**src/rtl/cntry_car_detect.sv**
```systemverilog
// Country-road car detector: synchronizes and debounces the loop sensor, then keeps a
// saturating queue count that drains one car per DEPART_CYCLES cycles of country green.
module cntry_car_detect #(
  parameter int unsigned DEBOUNCE      = 3,
  parameter int unsigned DEPART_CYCLES = 4
) (
  input  logic       clock,
  input  logic       clear,
  input  logic       loop_in,
  input  logic [1:0] cntry,
  output logic       X,
  output logic [3:0] car_count,
  output logic       overflow
);

  typedef enum logic [1:0] {
    StLow,
    StChkHigh,
    StHigh,
    StChkLow
  } db_state_e;

  localparam logic [3:0] DebLim   = 4'(DEBOUNCE);
  localparam logic [3:0] DepLim   = 4'(DEPART_CYCLES - 1);
  localparam logic [1:0] CntGreen = 2'd2;
  localparam logic [3:0] CountMax = 4'd15;

  logic       s1_q, s2_q;
  db_state_e  state_q, state_d;
  logic [3:0] stab_q, stab_d;
  logic [3:0] timer_q, timer_d;
  logic [3:0] count_q, count_d;
  logic       x_q, x_d;
  logic       ovf_q, ovf_d;

  logic       arrival;
  logic       green_active;
  logic       depart;

  // Debouncer: a level change is accepted only after the stability counter reaches its limit.
  always_comb begin
    state_d = state_q;
    stab_d  = stab_q;
    arrival = 1'b0;
    unique case (state_q)
      StLow: begin
        if (s2_q) begin
          state_d = StChkHigh;
          stab_d  = 4'd1;
        end else begin
          stab_d = 4'd0;
        end
      end
      StChkHigh: begin
        if (!s2_q) begin
          state_d = StLow;
          stab_d  = 4'd0;
        end else if (stab_q == DebLim) begin
          state_d = StHigh;
          stab_d  = 4'd0;
          arrival = 1'b1;
        end else begin
          stab_d = stab_q + 4'd1;
        end
      end
      StHigh: begin
        if (!s2_q) begin
          state_d = StChkLow;
          stab_d  = 4'd1;
        end else begin
          stab_d = 4'd0;
        end
      end
      StChkLow: begin
        if (s2_q) begin
          state_d = StHigh;
          stab_d  = 4'd0;
        end else if (stab_q == DebLim) begin
          state_d = StLow;
          stab_d  = 4'd0;
        end else begin
          stab_d = stab_q + 4'd1;
        end
      end
      default: begin
        state_d = StLow;
        stab_d  = 4'd0;
      end
    endcase
  end

  // Departure timer only runs through an uninterrupted green with cars waiting.
  always_comb begin
    green_active = (cntry == CntGreen) && (count_q != 4'd0);
    depart       = green_active && (timer_q == DepLim);
    timer_d      = (green_active && !depart) ? timer_q + 4'd1 : 4'd0;
  end

  always_comb begin
    count_d = count_q;
    ovf_d   = ovf_q;
    if (arrival && !depart) begin
      if (count_q == CountMax) begin
        ovf_d = 1'b1;
      end else begin
        count_d = count_q + 4'd1;
      end
    end else if (depart && !arrival) begin
      count_d = count_q - 4'd1;
    end
    x_d = (count_d != 4'd0);
  end

  always_ff @(posedge clock or posedge clear) begin
    if (clear) begin
      s1_q    <= 1'b0;
      s2_q    <= 1'b0;
      state_q <= StLow;
      stab_q  <= 4'd0;
      timer_q <= 4'd0;
      count_q <= 4'd0;
      x_q     <= 1'b0;
      ovf_q   <= 1'b0;
    end else begin
      s1_q    <= loop_in;
      s2_q    <= s1_q;
      state_q <= state_d;
      stab_q  <= stab_d;
      timer_q <= timer_d;
      count_q <= count_d;
      x_q     <= x_d;
      ovf_q   <= ovf_d;
    end
  end

  assign X         = x_q;
  assign car_count = count_q;
  assign overflow  = ovf_q;

endmodule

```
**config.mk**
```make
export PLATFORM = sky130hd
export DESIGN_NAME = cntry_car_detect
export DESIGN_NICKNAME = d
export VERILOG_FILES = /design/src/rtl/cntry_car_detect.sv
export SDC_FILE = /design/constraint.sdc
export NUM_CORES = 1
export LEC_CHECK = 0
export CAP_MARGIN = 0
export CORE_MARGIN = 2
export CORE_UTILIZATION = 57
export CTS_BUF_LIST = sky130_fd_sc_hd__clkbuf_4
export CTS_CLUSTER_DIAMETER = 80
export CTS_CLUSTER_SIZE = 10
export DETAILED_ROUTE_END_ITERATION = 8
export GPL_ROUTABILITY_DRIVEN = 0
export PLACE_DENSITY_LB_ADDON = 0.12
export SKIP_LAST_GASP = 1
export SLEW_MARGIN = 20
export SYNTH_ARGS = -nofsm -noshare
export SYNTH_HDL_FRONTEND = slang
export SYNTH_SLANG_ARGS = --single-unit
```
**constraint.sdc**
```tcl
create_clock -name clock -period 2.4 [get_ports clock]
set_input_delay 0.24 -clock clock [delete_from_list [all_inputs] [get_ports clock]]
set_output_delay 0.24 -clock clock [all_outputs]
set_load 0.02 [all_outputs]
```
Word level (Yosys, flattened, before mapping)
Cells that the tools add are included.
Cells by class
  $add $sub $neg: 4
  reduce and logical (&&, ||, !) cells: 12
  multiplexer cells: 20
  equal/unequal tests: 11
Operators by type and width (count)
  $mux 4: 7
  $pmux 4 s4: 1
  $add 4x1->4 const B: 3
  $mux 2: 6
  $eq 4x2->1 const B: 2
  $pmux 2 s4: 1
  $reduce_bool 4->1: 2
  $eq 2x2->1 const B: 3
  $ne 3x3->1 const B: 2
  $logic_and 1x1->1: 5
  $mux 1: 5
  $eq 4x4->1 const B: 1
  $ne 2x2->1 const B: 2
  $reduce_and 4->1: 1
  $sub 4x1->4 const B: 1
  $eq 2x1->1 const B: 1
  $logic_not 1->1: 2
  $logic_not 2->1: 1
  $reduce_and 2->1: 1
Storage, ports and cells
  logic and storage cells: 55
  input bits: 5
  output and inout port bits: 6
  flip-flop bits (word level): 18

Depth between registers and ports, before layout
Gate-level depths: netlist (run 1).
  word-level depth: 9
  mapped depth: 7
  gate-level depth less buffers: 7

Worst setup path after synthesis (run 1)
No wires, ideal clock.
  kind: reg-to-reg
  start: reg count_q[0], in the netlist car_count[0]
  end: reg x_q, in the netlist X
  slack: 0.121 ns
  setup time: 0.138 ns
  path buffers: 0
  data arrival time: 2.141 ns
  clock period less this slack: 2.279 ns
  required time: 2.262 ns
  cell stages (with the launch flop): 8
  path through: dfrtp_1 inv_1 ha_1 or3b_2 nand4_1 mux2i_1 a22o_1 or4b_1
Between the ends
  word-level cells in the longest chain between the ends: 7
  elaborated cells between the ends (all ways): 13
  classes of those cells: 2 x add/sub; 1 x eq/ne; 3 x mux; 7 x reduce/logical
RTL lines
  from (decl): line 32  | logic [3:0] count_q, count_d;
  from (signal assigned): line 130  | count_q <= count_d;
  branches (longest 5 deep; another with $sub 4x1->4)
  $mux 4 (*): line 102  | if (arrival && !depart) begin
  named net count_d[2]: line 32
  $reduce_bool 4->1 (*): line 111  | x_d = (count_d != 4'd0);
  named net x_d: line 33  | logic x_q, x_d;
  to (signal assigned): line 122  | x_q <= 1'b0;
  to (signal assigned): line 131  | x_q <= x_d;
  to (decl): line 33
Mark *: on every way through the listed nets, which the timed path passes.
A chain may end at the register's enable or synchronous reset.

Worst setup path in the final report (run 1)
Same ends and word-level chain as after synthesis.

==> results of run 1 <==
## worst paths after layout
| check | start | to | slack, ns | depth (start not counted) |
|---|---|---|---|---|
| worst max-delay path | car_count[0] | X | 0.09 | 8 |
| worst min-delay path | clear | timer_q[3] | 0.33 | 2 |
| worst max register to register | car_count[0] | X | 0.09 | 8 |
| worst min register to register | s1_q | s2_q | 0.36 | 0 |
| max in group asynchronous | clear | stab_q[0] | 1.62 | 2 |
| min in group clock | s1_q | s2_q | 0.36 | 0 |
## report_power, final
| part | internal, mW | leakage (nW) | switching, mW |
|---|---|---|---|
| sequential | 0.357 | 0.218 | 0.0527 |
| combinational | 0.162 | 0.303 | 0.176 |
| clock | 0.0586 | 0.0138 | 0.0916 |
| total | 0.578 | 0.535 | 0.321 |
## layout make-up
| type | instances | area [sq um] | share of cell area |
|---|---|---|---|
| clock buffer | 3 | 22.5 | 0.0195 |
| sequential | 18 | 450 | 0.390 |
| timing repair buffer | 15 | 138 | 0.119 |
| multi-input combinational | 66 | 495 | 0.429 |
| inverter | 8 | 30.0 | 0.0260 |
| tap | 16 | 20.0 | 0.0173 |
## cell usage after synthesis (2+ instances only)
cell,number
sky130_fd_sc_hd__dfrtp_1,18
sky130_fd_sc_hd__inv_1,8
sky130_fd_sc_hd__nand2_1,6
sky130_fd_sc_hd__nand3_1,6
sky130_fd_sc_hd__a21oi_1,5
sky130_fd_sc_hd__ha_1,4
sky130_fd_sc_hd__nor2_1,4
sky130_fd_sc_hd__mux2i_1,3
sky130_fd_sc_hd__nor3_1,3
sky130_fd_sc_hd__xor2_1,3
sky130_fd_sc_hd__nand2b_1,2
sky130_fd_sc_hd__nand3b_1,2
sky130_fd_sc_hd__nand4_1,2
## layer usage
| layer | routed length [microns] | vias to the layer above |
|---|---|---|
| met3 | 73 | 5 |
| li1 | - | 365 |
| met5 | 0 | - |
| met1 | 913 | 366 |
| met2 | 970 | 21 |
| met4 | 46 | 0 |
## cell families (layout without fill, tap and decap cells)
group / Yosys count / count (layout) / synth area share
AND/OR/NAND/NOR: 40 / 40 / 0.271
flip-flops: 18 / 18 / 0.467
AO/OA/AOI/OAI: 15 / 15 / 0.112
buffers and inverters: 8 / 26 / 0.0311
adder cells (fa/ha/maj): 4 / 4 / 0.0519
XOR/XNOR: 4 / 4 / 0.0363
multiplexers: 3 / 3 / 0.0311
## metrics by stage
step | setup TNS, ns | instance area (sq um) | util | power, mW
global route | -0.00845 | 1160 | 0.750 | 0.950
CTS | 0 | 1120 | 0.728 | 0.871
detailed placement | 0 | 1100 | 0.713 | 0.718
finish | 0 | 1160 | 0.750 | 0.898
floorplan | 0 | 965 | - | 0.601
global placement | 0 | 1100 | 0.713 | 0.695
## placed cells by master (no fill, tap or decap), types with 4 or more instances in the layout
cell type / n
sky130_fd_sc_hd__a21oi_1: 5
sky130_fd_sc_hd__buf_4: 5
sky130_fd_sc_hd__clkdlybuf4s50_1: 10
sky130_fd_sc_hd__dfrtp_1: 18
sky130_fd_sc_hd__inv_1: 8
sky130_fd_sc_hd__nand2_1: 6
sky130_fd_sc_hd__nand3_1: 6
sky130_fd_sc_hd__nor2_1: 4
## registers in the layout, indices dropped and copies added (netlist names), named ones only
name and cells:
car_count 4, stab_q 4, timer_q 4, X 1
overflow 1, s1_q 1, s2_q 1, state_q 1
## what timing repair did
action,4_1_cts,5_1_grt
resized for setup,0,3
setup buffers,0,3
endpoints found under the setup margin,0,1
hold buffers,0,0
==> reports/metrics.json, run 1 <==
{
  "sta": {
    "final.setup_skew_ns": 0.00775,
    "timing.max_slew.rel_slack": 0.537,
    "report.final.slew_viol_count": 0,
    "finalWorstPathRequiredPeriod_ns": 2.31,
    "timing.final.hold_violations": 0,
    "finalSetupViolations": 0,
    "max_clock_freq_mhz": 432,
    "timing.hold.ws_ns": 0.331,
    "worst_pin_slew_ns": 0.694,
    "final.period_utilization": 0.964,
    "finalWorstSetupSlack_ns": 0.0872
  },
  "job": {
    "maxCapViolations": 0
  },
  "layout": {
    "final_layout_fill_cell_count": 117,
    "synthToLayoutAreaGrowth_pct": 19.8,
    "layout-drive-gt1-share": 0.173,
    "final_cells": 126,
    "antenna_cells": 0,
    "final_nets": 121
  },
  "routing": {
    "detailed_route_drc_error_count": 0,
    "detail_route.vias_per_cell": 6.01,
    "routed_vias": 757,
    "routed_wirelength_microns": 2000,
    "drt-pass1-iter-count": 4,
    "drt-initial-drc-count": 32,
    "ant_nets": 0,
    "wire_per_inst_microns": 15.9
  },
  "global_route": {
    "via_count_of_the_first_global_routing_pass": 720,
    "global_route.peak_usage_layer": "met2",
    "grt_pass1_wl_microns": 3280,
    "antenna_violations_before_repair": 0,
    "met2_usage": 0.371,
    "largest_net_degree_at_the_start_of_global_routing": 19,
    "globalRouteOverflowTotal": 0,
    "grt_use_met3": 0.0440,
    "grt.met1_usage": 0.290,
    "global_route.usage.total": 0.231
  },
  "synth": {
    "yosys_register_bits": 18,
    "netlist_instances": 92,
    "async_reset_ff_frac": 1.00,
    "syn_area_per_cell_sq_um": 10.5,
    "synth-seq-area-share": 0.467,
    "post-synth-top-area-fraction": 0.467,
    "synth-warning-count": 0,
    "synth.lib_cells_used.distinct": 39,
    "mappedNetlistNets": 101,
    "synth_area_sq_um": 965,
    "cell_accounting_for_the_most_synthesized_area": "sky130_fd_sc_hd__dfrtp_1",
    "post_synth_main_area_contributors": "sky130_fd_sc_hd__dfrtp_1 (47%), sky130_fd_sc_hd__ha_1 (5.2%), sky130_fd_sc_hd__mux2i_1 (3.1%)",
    "dominantRegCellSynth": "sky130_fd_sc_hd__dfrtp_1",
    "number_of_flops_mapped_to_enable_cells_by_yosys": 0
  },
  "critical_path": {
    "worstPathArrival_ns": 2.49,
    "critical_path.n_buffers_inverters": 2,
    "timing.critical_path.slowest_cell_delay_ns": 0.52,
    "critPathLaunchType": "register",
    "path_cells": "inv_1, ha_2, nor3b_4, buf_4, nor3_4, a31oi_1, a22o_1, or4b_1",
    "critical-path-top-delay-family": "simple AND/OR/NAND/NOR gates",
    "path_max_fanout": 5,
    "cpMaxStageDelayCell": "sky130_fd_sc_hd__or4b_1",
    "endpoint_kind": "register",
    "cp_data_required_time_ns": 2.57,
    "timing.setup.critical_path_class": "reg2reg"
  },
  "floorplanning": {
    "floorplan.core_area_sq_mm": 0.00154,
    "floorplan.io_pins": 11,
    "initial_utilization": 0.626,
    "die_height_microns": 45.1,
    "std_cell_rows": 14,
    "die-width_microns": 45.1,
    "die_area_sq_mm": 0.00204
  },
  "power_and_ir_drop": {
    "vdd_drop_max_mv": 0.554,
    "power-per-cell-area_mw_per_mm2": 777,
    "leakagePower_nw": 0.535
  },
  "placed_design": {
    "dp_hpwl_microns": 1450,
    "placement.io_buffers": 10,
    "dp.cells": 120,
    "placement.setup.worst_slack_ns": 0.0472
  },
  "outcome": {
    "outcome": "finished, final reports clean"
  },
  "cts": {
    "clock-root-buffer": "sky130_fd_sc_hd__clkbuf_4",
    "cts.reportedPaths.clkPinSlew_ns": 0.10,
    "clk-insertion-delay-late_ns": 0.30,
    "cts-buffers-inserted": 3,
    "clock-sinks": 18,
    "max_clock_buf_depth": 2,
    "htreeDepth": 1,
    "tritoncts": "built"
  },
  "min_path": {
    "min_path_type": "in2async"
  }
}
Power figures use the tool's default switching activity.
==> run 2: changes to the inputs <==
--- a/config.mk
+++ b/config.mk
@@ -7,11 +7,12 @@
 export LEC_CHECK = 0
 export CAP_MARGIN = 0
 export CORE_MARGIN = 2
-export CORE_UTILIZATION = 57
+export CORE_UTILIZATION = 60
 export CTS_BUF_LIST = sky130_fd_sc_hd__clkbuf_4
 export CTS_CLUSTER_DIAMETER = 80
 export CTS_CLUSTER_SIZE = 10
 export DETAILED_ROUTE_END_ITERATION = 8
+export DONT_BUFFER_PORTS = 1
 export GPL_ROUTABILITY_DRIVEN = 0
 export PLACE_DENSITY_LB_ADDON = 0.12
 export SKIP_LAST_GASP = 1
==> constraint.sdc (replaced) <==
create_clock -name clock -period 2.4 [get_ports clock]
set_input_delay 0.36 -clock clock [delete_from_list [all_inputs] [get_ports clock]]
set_output_delay 0.36 -clock clock [all_outputs]
set_load 0.02 [all_outputs]
==> reports/metrics.json, run 2 (synthesized netlist as in run 1, its figures left out) <==
{
  "critical_path": {
    "path_cells": "inv_1, ha_2, nor3b_2, o31ai_2, or3_1, a22o_1, or4b_1",
    "timing.setup.critical_path_class": "reg2reg",
    "endpoint_kind": "register",
    "timing.critical_path.slowest_cell_delay_ns": 0.52,
    "critical-path-top-delay-family": "simple AND/OR/NAND/NOR gates",
    "path_max_fanout": 4,
    "critical_path.n_buffers_inverters": 1,
    "critPathLaunchType": "register",
    "cpMaxStageDelayCell": "sky130_fd_sc_hd__or4b_1",
    "cp_data_required_time_ns": 2.58,
    "worstPathArrival_ns": 2.47
  },
  "placed_design": {
    "dp.cells": 113,
    "dpl_cell_area_sq_mm": 0.00102,
    "placement.io_buffers": 0,
    "dp_hpwl_microns": 1310
  },
  "sta": {
    "final.setup_skew_ns": 0.00160,
    "timing.hold.ws_ns": 0.0379,
    "max_clock_freq_mhz": 437,
    "grt_setup_unrepaired": "false",
    "final.period_utilization": 0.953,
    "fin_tns_setup_ns": 0,
    "timing.final.hold_violations": 0,
    "finalWorstPathRequiredPeriod_ns": 2.29,
    "timing.max_slew.rel_slack": 0.545,
    "finalSetupViolations": 0,
    "report.final.slew_viol_count": 0,
    "worst_pin_slew_ns": 0.682
  },
  "routing": {
    "detailed_route_drc_error_count": 0,
    "drt-initial-drc-count": 16,
    "routed_vias": 716,
    "wire_per_inst_microns": 15.2,
    "detail_route.vias_per_cell": 6.12,
    "ant_nets": 0,
    "drt-pass1-iter-count": 4,
    "routed_wirelength_microns": 1780
  },
  "layout": {
    "most-common-layout-cells": "sky130_fd_sc_hd__dfrtp_1 (18), sky130_fd_sc_hd__inv_1 (8), sky130_fd_sc_hd__nand3_1 (6), sky130_fd_sc_hd__nand2_1 (6)",
    "final_layout_fill_cell_count": 115,
    "final_core_util": 0.699,
    "final_cells": 117,
    "layout_commonest_cell": "sky130_fd_sc_hd__dfrtp_1",
    "final_nets": 111,
    "final_cell_area_sq_mm": 0.00105,
    "antenna_cells": 0,
    "layout-drive-gt1-share": 0.188,
    "synthToLayoutAreaGrowth_pct": 9.21
  },
  "cts": {
    "clock-root-buffer": "sky130_fd_sc_hd__clkbuf_4",
    "cts.reportedPaths.clkPinSlew_ns": 0.10,
    "cts.hold.buffers_added": 0,
    "clock-sinks": 18,
    "max_clock_buf_depth": 2,
    "htreeDepth": 1,
    "clk-insertion-delay-late_ns": 0.30,
    "post_cts_resized": 0,
    "tritoncts": "built",
    "cts-buffers-inserted": 3,
    "post_cts_buffers": 0
  },
  "floorplanning": {
    "initial_utilization": 0.640,
    "die-width_microns": 44.1,
    "floorplan.core_area_sq_mm": 0.00151,
    "die_area_sq_mm": 0.00194,
    "floorplan.io_pins": 11,
    "std_cell_rows": 14,
    "die_height_microns": 44.1
  },
  "global_route": {
    "largest_net_degree_at_the_start_of_global_routing": 19,
    "via_count_of_the_first_global_routing_pass": 666,
    "global_route.usage.total": 0.220,
    "grt_pass1_wl_microns": 3040,
    "globalRouteOverflowTotal": 0,
    "antenna_violations_before_repair": 0
  },
  "power_and_ir_drop": {
    "p_sw_mw": 0.303,
    "leakagePower_nw": 0.486,
    "internal_power_mw": 0.537,
    "power-per-cell-area_mw_per_mm2": 797,
    "vdd_drop_max_mv": 0.487,
    "comb_power_share": 0.341,
    "p_clk_frac": 0.186,
    "switching_part_of_the_total_power": 0.361,
    "p_seq_frac": 0.473
  },
  "min_path": {
    "min_path_type": "in2async"
  },
  "outcome": {
    "outcome": "finished, final reports clean"
  },
  "job": {
    "maxCapViolations": 0
  }
}
[run 2: cell types whose count changed in the layout (fill, tap and decap cells not counted)]
cell and change:
sky130_fd_sc_hd__clkinv_1 +1, sky130_fd_sc_hd__nor3b_2 +1, sky130_fd_sc_hd__clkdlybuf4s50_1 -10, sky130_fd_sc_hd__nor3b_4 -1
[run 2: worst paths after layout]
path / slack, ns / start / to / cells after the start
max in group asynchronous: 1.93 / clear / stab_q[0] / 1
worst min-delay path: 0.04 / clear / stab_q[2] / 1
min in group clock: 0.08 / loop_in / s1_q / 0
worst max-delay path: 0.11 / car_count[0] / X / 7
worst min register to register: 0.36 / s1_q / s2_q / 0
worst max register to register: 0.11 / car_count[0] / X / 7
[run 2: layout make-up]
class                           instances  area (sq um)  area share
Multi-Input combinational cell         66           489       0.464
Sequential cell                        18           450       0.428
Timing Repair Buffer                    5          37.5      0.0356
Inverter                                8          30.0      0.0285
Clock buffer                            3          22.5      0.0214
Tap cell                               16          20.0      0.0190
Clock inverter                          1          3.75     0.00356
[run 2: metrics by stage]
step / setup WS [ns] / total power [mW]
after global routing: 0.00138 / 0.903
after detailed placement: 0.100 / 0.682
after global placement: 0.187 / 0.673
after floorplan: 0.121 / 0.601
after CTS: 0.101 / 0.842
final: 0.112 / 0.840
[run 2: worst reg2reg max path, cell delays in order (launching register included)]
cell and delay, ns:
sky130_fd_sc_hd__dfrtp_1 0.40, sky130_fd_sc_hd__inv_1 0.09, sky130_fd_sc_hd__ha_2 0.20, sky130_fd_sc_hd__nor3b_2 0.33, sky130_fd_sc_hd__o31ai_2 0.11, sky130_fd_sc_hd__or3_1 0.31, sky130_fd_sc_hd__a22o_1 0.21, sky130_fd_sc_hd__or4b_1 0.52
[run 2: per-layer routing]
layer / GRT usage / vias up / part of all wire / wire length (microns)
met4: 0.109 / 0 / 0.017 / 30
met2: 0.332 / 20 / 0.48 / 862
met5: 0 / - / 0 / 0
li1: - / 350 / - / -
met3: 0.0327 / 2 / 0.047 / 83
met1: 0.312 / 344 / 0.45 / 807
[run 2: power by group through the flow]
stage | clock [mW] | combinational, mW | sequential [mW]
global placement | 0 | 0.274 | 0.399
global route | 0.174 | 0.322 | 0.407
finish | 0.156 | 0.286 | 0.397
floorplan | 0 | 0.167 | 0.434
detailed placement | 0 | 0.279 | 0.402
CTS | 0.165 | 0.281 | 0.396
